===== config.mk =====
export PLATFORM = sky130hd
export DESIGN_NAME = reg_file_flat
export DESIGN_NICKNAME = d
export VERILOG_FILES = /design/src/rtl/reg_file_pkg.sv /design/src/rtl/reg_file_if.sv /design/src/rtl/reg_file_rport.sv /design/src/rtl/reg_file.sv /design/src/flat_wrapper.sv
export SDC_FILE = /design/constraint.sdc
export NUM_CORES = 2
export LEC_CHECK = 0
export BUFFER_PORTS_ARGS = -buffer_cell sky130_fd_sc_hd__buf_4
export CORE_ASPECT_RATIO = 1.75
export CORE_MARGIN = 10
export CORE_UTILIZATION = 58
export CTS_CLUSTER_DIAMETER = 150
export DETAILED_ROUTE_END_ITERATION = 16
export PLACE_DENSITY = 0.87
export SLEW_MARGIN = 20
export SYNTH_ARGS = -nofsm -noshare
export SYNTH_HDL_FRONTEND = slang
export SYNTH_SLANG_ARGS = --single-unit

===== constraint.sdc =====
create_clock -name CLK -period 2.19 [get_ports CLK]
set_input_delay 0.438 -clock CLK [delete_from_list [all_inputs] [get_ports CLK]]
set_output_delay 0.438 -clock CLK [all_outputs]
set_load 0.005 [all_outputs]

===== src/rtl/reg_file_pkg.sv =====
// Shared constants and types for the register file slice.
// The optional write-through read path is enabled by defining REG_FILE_BYPASS_EN.
package reg_file_pkg;

    localparam int DEFAULT_WIDTH = 32;
    localparam int DEFAULT_DEPTH = 32;
    localparam int ZERO_ADDR     = 0;

    typedef logic [DEFAULT_WIDTH-1:0] word_t;

endpackage


===== src/rtl/reg_file_if.sv =====
// Write/read bus of the register file: one write port and three read ports.
// Decode/writeback side uses the master modport, the register file uses the slave modport.
interface reg_file_if
    import reg_file_pkg::*;
#(
    parameter int WIDTH = DEFAULT_WIDTH,
    parameter int DEPTH = DEFAULT_DEPTH
);
    localparam int ADDR_W = $clog2(DEPTH);

    logic              WE;
    logic [ADDR_W-1:0] WA;
    logic [WIDTH-1:0]  WD;
    logic [ADDR_W-1:0] RA1;
    logic [WIDTH-1:0]  RD1;
    logic [ADDR_W-1:0] RA2;
    logic [WIDTH-1:0]  RD2;
    logic [ADDR_W-1:0] RA3;
    logic [WIDTH-1:0]  RD3;

    modport master (
        output WE, WA, WD, RA1, RA2, RA3,
        input  RD1, RD2, RD3
    );

    modport slave (
        input  WE, WA, WD, RA1, RA2, RA3,
        output RD1, RD2, RD3
    );

endinterface


===== src/rtl/reg_file_rport.sv =====
// One combinational read port: address mux, register-0 override and, when
// REG_FILE_BYPASS_EN is defined, same-cycle forwarding of the write data.
module reg_file_rport
    import reg_file_pkg::*;
#(
    parameter int WIDTH  = DEFAULT_WIDTH,
    parameter int DEPTH  = DEFAULT_DEPTH,
    parameter int ADDR_W = $clog2(DEPTH)
) (
    input  logic [WIDTH-1:0]  regs [DEPTH],
    input  logic [ADDR_W-1:0] ra,
    output logic [WIDTH-1:0]  rd
`ifdef REG_FILE_BYPASS_EN
    ,
    input  logic              wr_fire,
    input  logic [ADDR_W-1:0] wa,
    input  logic [WIDTH-1:0]  wd
`endif
);
    localparam logic [ADDR_W-1:0] ZERO_A = ADDR_W'(ZERO_ADDR);

    always_comb begin
        rd = regs[ra];
`ifdef REG_FILE_BYPASS_EN
        if (wr_fire && (ra == wa)) begin
            rd = wd;
        end
`endif
        // Register 0 wins over both storage and forwarding.
        if (ra == ZERO_A) begin
            rd = '0;
        end
    end

endmodule


===== src/rtl/reg_file.sv =====
// DEPTH x WIDTH register file, one write port, three combinational read ports, reg 0 reads zero.
// Defining REG_FILE_BYPASS_EN forwards the pending write data to matching read ports.
module reg_file
    import reg_file_pkg::*;
#(
    parameter int WIDTH = DEFAULT_WIDTH,
    parameter int DEPTH = DEFAULT_DEPTH
) (
    input  logic        CLK,
    input  logic        RST,
    reg_file_if.slave   bus
);
    localparam int ADDR_W = $clog2(DEPTH);
    localparam logic [ADDR_W-1:0] ZERO_A = ADDR_W'(ZERO_ADDR);

    // Exact address width is what rules out out-of-range reads.
    if ((DEPTH < 2) || ((1 << ADDR_W) != DEPTH)) begin : g_depth_chk
        $error("reg_file: DEPTH must be a power of two and at least 2");
    end

    logic [WIDTH-1:0] regs [DEPTH];
    logic             wr_en;

    assign wr_en = bus.WE && (bus.WA != ZERO_A);

    always_ff @(posedge CLK) begin
        if (RST) begin
            for (int i = 0; i < DEPTH; i++) begin
                regs[i] <= '0;
            end
        end else if (wr_en) begin
            regs[bus.WA] <= bus.WD;
        end
    end

`ifdef REG_FILE_BYPASS_EN
    logic wr_fire;
    assign wr_fire = wr_en && !RST;
`endif

    reg_file_rport #(.WIDTH(WIDTH), .DEPTH(DEPTH), .ADDR_W(ADDR_W)) u_rport1 (
        .regs    (regs),
        .ra      (bus.RA1),
        .rd      (bus.RD1)
`ifdef REG_FILE_BYPASS_EN
        ,
        .wr_fire (wr_fire),
        .wa      (bus.WA),
        .wd      (bus.WD)
`endif
    );

    reg_file_rport #(.WIDTH(WIDTH), .DEPTH(DEPTH), .ADDR_W(ADDR_W)) u_rport2 (
        .regs    (regs),
        .ra      (bus.RA2),
        .rd      (bus.RD2)
`ifdef REG_FILE_BYPASS_EN
        ,
        .wr_fire (wr_fire),
        .wa      (bus.WA),
        .wd      (bus.WD)
`endif
    );

    reg_file_rport #(.WIDTH(WIDTH), .DEPTH(DEPTH), .ADDR_W(ADDR_W)) u_rport3 (
        .regs    (regs),
        .ra      (bus.RA3),
        .rd      (bus.RD3)
`ifdef REG_FILE_BYPASS_EN
        ,
        .wr_fire (wr_fire),
        .wa      (bus.WA),
        .wd      (bus.WD)
`endif
    );

endmodule


===== src/flat_wrapper.sv =====
// flat-port wrapper written by rule: the top's interface ports become plain ports
module reg_file_flat import reg_file_pkg::*;
#(
    parameter int WIDTH = DEFAULT_WIDTH,
    parameter int DEPTH = DEFAULT_DEPTH
)
  (CLK, RST, bus_WE, bus_WA, bus_WD, bus_RA1, bus_RA2, bus_RA3, bus_RD1, bus_RD2, bus_RD3);
  reg_file_if #(.WIDTH(WIDTH), .DEPTH(DEPTH)) bus_i ();
  input  logic CLK;
  input  logic RST;
  input wire logic [$bits(bus_i.WE)-1:0] bus_WE;
  input wire logic [$bits(bus_i.WA)-1:0] bus_WA;
  input wire logic [$bits(bus_i.WD)-1:0] bus_WD;
  input wire logic [$bits(bus_i.RA1)-1:0] bus_RA1;
  input wire logic [$bits(bus_i.RA2)-1:0] bus_RA2;
  input wire logic [$bits(bus_i.RA3)-1:0] bus_RA3;
  output wire logic [$bits(bus_i.RD1)-1:0] bus_RD1;
  output wire logic [$bits(bus_i.RD2)-1:0] bus_RD2;
  output wire logic [$bits(bus_i.RD3)-1:0] bus_RD3;
  assign bus_i.WE = bus_WE;
  assign bus_i.WA = bus_WA;
  assign bus_i.WD = bus_WD;
  assign bus_i.RA1 = bus_RA1;
  assign bus_i.RA2 = bus_RA2;
  assign bus_i.RA3 = bus_RA3;
  assign bus_RD1 = bus_i.RD1;
  assign bus_RD2 = bus_i.RD2;
  assign bus_RD3 = bus_i.RD3;
  reg_file #(.WIDTH(WIDTH), .DEPTH(DEPTH)) u_core (.CLK(CLK), .RST(RST), .bus(bus_i));
endmodule

==> results.ini, run 1 <==
[run_status]
status=did not finish
lastStage=5_1_grt
firstError=[ERROR GRT-0116] Global routing finished with congestion. Check the congestion regions in the DRC Viewer.

[placed_design]
pre_cts_slack_ns=-0.9632
hpwl_um=183900
dp_cells=8057
place.gp.congestion=1.040
portBuffers=150

[global_routing]
grt_usage_pct=62.37
grt_max_degree=105
grt_pass1_vias=71470
overflow=1
grt_pass1_wl_um=522900

[die]
rows=156
die-height_um=446.1
die_w_um=263.5
ioPinCount=151
initial_core_util_pct=58.27

[yosys]
yosys_warnings=0
ys_seq_area_share_pct=34.07
syn_avg_cell_area_um2=9.234
synthesis.area_mm2=0.06016
synth-edff-count=0
synthCells=6515
synth_seq_cells=1024
syn-num-nets=6570
yosysUniqueCellTypes=38
synth_ff_type=dfxtp_1
async_flop_share_pct=0

[clock_network]
ctsHoldBuffers=0
clock_sinks=1024
cts.path.max_buffers=3
cts-buffers-inserted=92
ctsHtreeMaxLevel=3
cts_root_buffer=clkbuf_16

-- logic make-up after synthesis --
family,count (synthesis),share of synthesized area [%]
buf+inv,713,5.800
compound gates,1542,14.85
flops,1024,34.07
mux,960,30.15
simple gates,2276,15.13
-- cells in the mapped netlist, drive strengths merged, types with 2 or more instances --
| cell | n | share of area (%) |
|---|---|---|
| or2 | 3 | 0.031 |
| nor3b | 4 | 0.050 |
| inv | 3 | 0.019 |
| buf | 305 | 3.3 |
| clkbuf | 405 | 2.5 |
| o2111ai | 26 | 0.38 |
| and3 | 2 | 0.021 |
| a221oi | 70 | 1.0 |
| or3b | 4 | 0.058 |
| mux4 | 672 | 25 |
| a211oi | 96 | 1.2 |
| a21oi | 992 | 8.3 |
| a22oi | 96 | 1.2 |
| and2 | 6 | 0.062 |
| nand3 | 2 | 0.017 |
| dfxtp | 1024 | 34 |
| mux2i | 192 | 3.2 |
| a311oi | 96 | 1.4 |
| nor2 | 37 | 0.36 |
| or4 | 3 | 0.056 |
| nand2b | 3 | 0.031 |
| nand3b | 5 | 0.062 |
| nand2 | 2067 | 13 |
| mux2 | 96 | 1.8 |
| and3b | 5 | 0.073 |
| o21ai | 166 | 1.4 |
| nor2b | 134 | 1.4 |
-- through the flow --
stage	TNS (ns)	area, um2	util [%]
after CTS	-50.24	74800	72.44
after detailed placement	-61.83	68320	66.17
after global placement	-60.62	68320	66.17
after floorplan	0	60160	-
-- what timing repair did --
item,in CTS
cloned,12
pin swaps,131
setup buffers,42
setup endpoints to repair,96
resized for setup,709
-- routing by layer --
metal,track usage (%),overflow
met1,57.40,0
met4,57.68,0
met2,78.33,0
met3,55.30,1
met5,33.96,0
==> run 2, diff against run 1 <==
Settings changed: CORE_ASPECT_RATIO 1.75 to unset, CORE_UTILIZATION 58 to 40, CTS_CLUSTER_DIAMETER 150 to unset, PLACE_DENSITY 0.87 to unset, PLACE_DENSITY_LB_ADDON set to 0.15.
Clock period 2.19 ns to 2.8 ns, I/O delays scaled along.
==> results.ini, run 2 <==
[die]
ioPinCount=151  ; unchanged
initial_core_util_pct=40.22  ; -18 points
die_w_um=407.8  ; +55%
die-height_um=407.8  ; -8.6%
dieArea_mm2=0.1663
core_area_mm2=0.1496
rows=142  ; -9.0%

[run_status]
status=complete, but fails checks
violations=negative setup slack

[route]
vias=59780
ant_nets=0
wl_per_cell_um=34.27
dr_wl_met3_um=41540
drt_iter0_drc=9263
viasPerCell=6.567
top_layer=met5
dr_wl_met2_um=132200
dr.pass1.iters=8
wirelength_um=311900
met1_length_um=113200
post-route-drc-count=0

[critical_path]
path_class=input port to primary output
crit_arrival_ns=2.52
startpoint_type=input port
cp-end-kind=primary output
crit_required_ns=2.24
path_max_fanout=10

[clock_network]
clock_sinks=1024  ; unchanged
cts.path.max_buffers=3  ; unchanged
cts-buffers-inserted=118  ; +28%
clk-insertion-delay-late_ns=0.76
ctsHoldBuffers=0  ; unchanged
clk_pin_slew_worst_paths_ns=0.06
ctsHtreeMaxLevel=3  ; unchanged
tritoncts=yes
cts_root_buffer=clkbuf_16

[timing]
report.final.slew_viol_count=0
rsz0062_at_grt=true
worst_pin_slew_ns=0.9249
setup_viol=96
finalHoldViolCount=0
skew_ns=0
slew-limit-headroom_pct=38.21
setup_slack_ns=-0.2826
layout_min_cycle_time_ns=3.083
timing.final.crit_share_pct=110.1
fmax_mhz=324.4

[yosys]
synth_seq_cells=1024  ; unchanged
synth-edff-count=0  ; unchanged
synth_ff_type=dfxtp_1
yosys_warnings=0  ; unchanged
ys_seq_area_share_pct=34.07  ; unchanged
syn_avg_cell_area_um2=9.234  ; unchanged
synthesis.area_mm2=0.06016  ; unchanged
yosysUniqueCellTypes=38  ; unchanged
yosysTopAreaCell=dfxtp_1
synth.most_common_cell=nand2_1
syn-num-nets=6570  ; unchanged
netlist_top_cells_count=nand2_1, dfxtp_1, a21oi_1, mux4_2, clkbuf_1
post-synth-top-area-fraction_pct=34.07  ; unchanged
synthCells=6515  ; unchanged
async_flop_share_pct=0  ; unchanged
ys_top_cells_by_area=dfxtp_1, mux4_2, nand2_1, a21oi_1, mux2i_1

[finish]
nFillCells=13250
final_common_cell=nand2_1
reg_top3=u_core.regs x1024
nets=7028
final_core_util_pct=52.94
syn_to_final_growth_pct=31.63
largest_register=u_core.regs
final_cell_mix=nand2_1, a21oi_1, dfxtp_1
drive_above_1_share_pct=38.84
final_area_mm2=0.07919
largest_reg_flops=1024

[placed_design]
portBuffers=150  ; unchanged
hpwl_um=193400  ; +5.2%
placed_area_mm2=0.06825  ; -0.11%
place.gp.congestion=0.9843  ; -5.3%

[global_routing]
overflow=0
grt_usage_pct=35.58
grt_max_degree=105
grt_pass1_wl_um=429400
antenna_found_initial=16
grt_pass1_vias=55670

[job]
drv_cap=0

[power_and_ir_drop]
peakVddDrop_v=0.0004975
totalPowerFinal_mw=37.97
power_density_mw_per_mm2=479.5
p_leak_nw=26.99

[hold_path]
hp-class=input port to flop

-- run 2: where the power goes --
group / total [mW] / internal (mW) / switching [mW]
logic: 5.91 / 2.48 / 3.43
registers: 14.8 / 14.7 / 0.105
clock network: 17.3 / 10.2 / 7.10
-- run 2: timing repair --
action                                  4_1_cts  5_1_grt
cloned                                       26       10
endpoints found under the setup margin       96       96
resized for setup                           715      328
pin swaps                                   131      126
setup buffers                               126       85
-- run 2: per-stage QoR --
step	worst slack, ns	std cells	hold WS [ns]	TNS (ns)
finish	-0.2826	9103	0.2037	-14.00
global route	-0.2822	9098	0.2238	-14.58
CTS	-0.2500	9013	0.1683	-13.88
detailed placement	-0.8499	8681	0.4705	-29.75
global placement	-0.8423	8681	0.4613	-29.07
floorplan	0.4116	6515	0.4527	0
-- run 2: kinds of logic after synthesis --
kind of cell | after synthesis | share of synthesized area [%]
buf+inv | 713 | 5.800
flops | 1024 | 34.07
mux | 960 | 30.15
compound gates | 1542 | 14.85
simple gates | 2276 | 15.13
-- run 2: worst max-delay path: stages --
cell and delay, ns:
buf_16 0.14, nor2b_4 0.78, buf_4 0.29, a221oi_1 0.08, o21ai_0 0.14, a311oi_1 0.20
buf_4 0.19, buf_4 0.13
-- run 2: layout make-up --
class | count | area (um2) | area share, %
clock buffer | 166 | 3426 | 4.326
antenna | 11 | 27.53 | 0.03476
clock inverter | 57 | 827.0 | 1.044
sequential | 1024 | 20770 | 26.23
multi-input combinational | 4782 | 39550 | 49.94
inverter | 3 | 18.77 | 0.02370
tap | 2016 | 2522 | 3.185
timing repair buffer | 1044 | 12050 | 15.22
-- run 2: per-layer routing --
metal  vias up  track usage [%]
li1      24590                -
met1     29640            44.81
met2      4470            51.58
met3      1066            11.42
met4        12            24.59
met5         -                0
-- run 2: path summary, 6_finish.rpt --
check / from / endpoint / slack (ns) / cells past startpoint
max reg2reg: u_core.regs[428] / u_core.regs[428] / 2.00 / 4
min: bus_WD[31] / u_core.regs[767] / 0.20 / 3
min reg2reg: u_core.regs[811] / u_core.regs[811] / 0.47 / 2
max: bus_RA3[1] / bus_RD3[18] / -0.28 / 8
No activity file was read; power rests on OpenSTA's default activity.
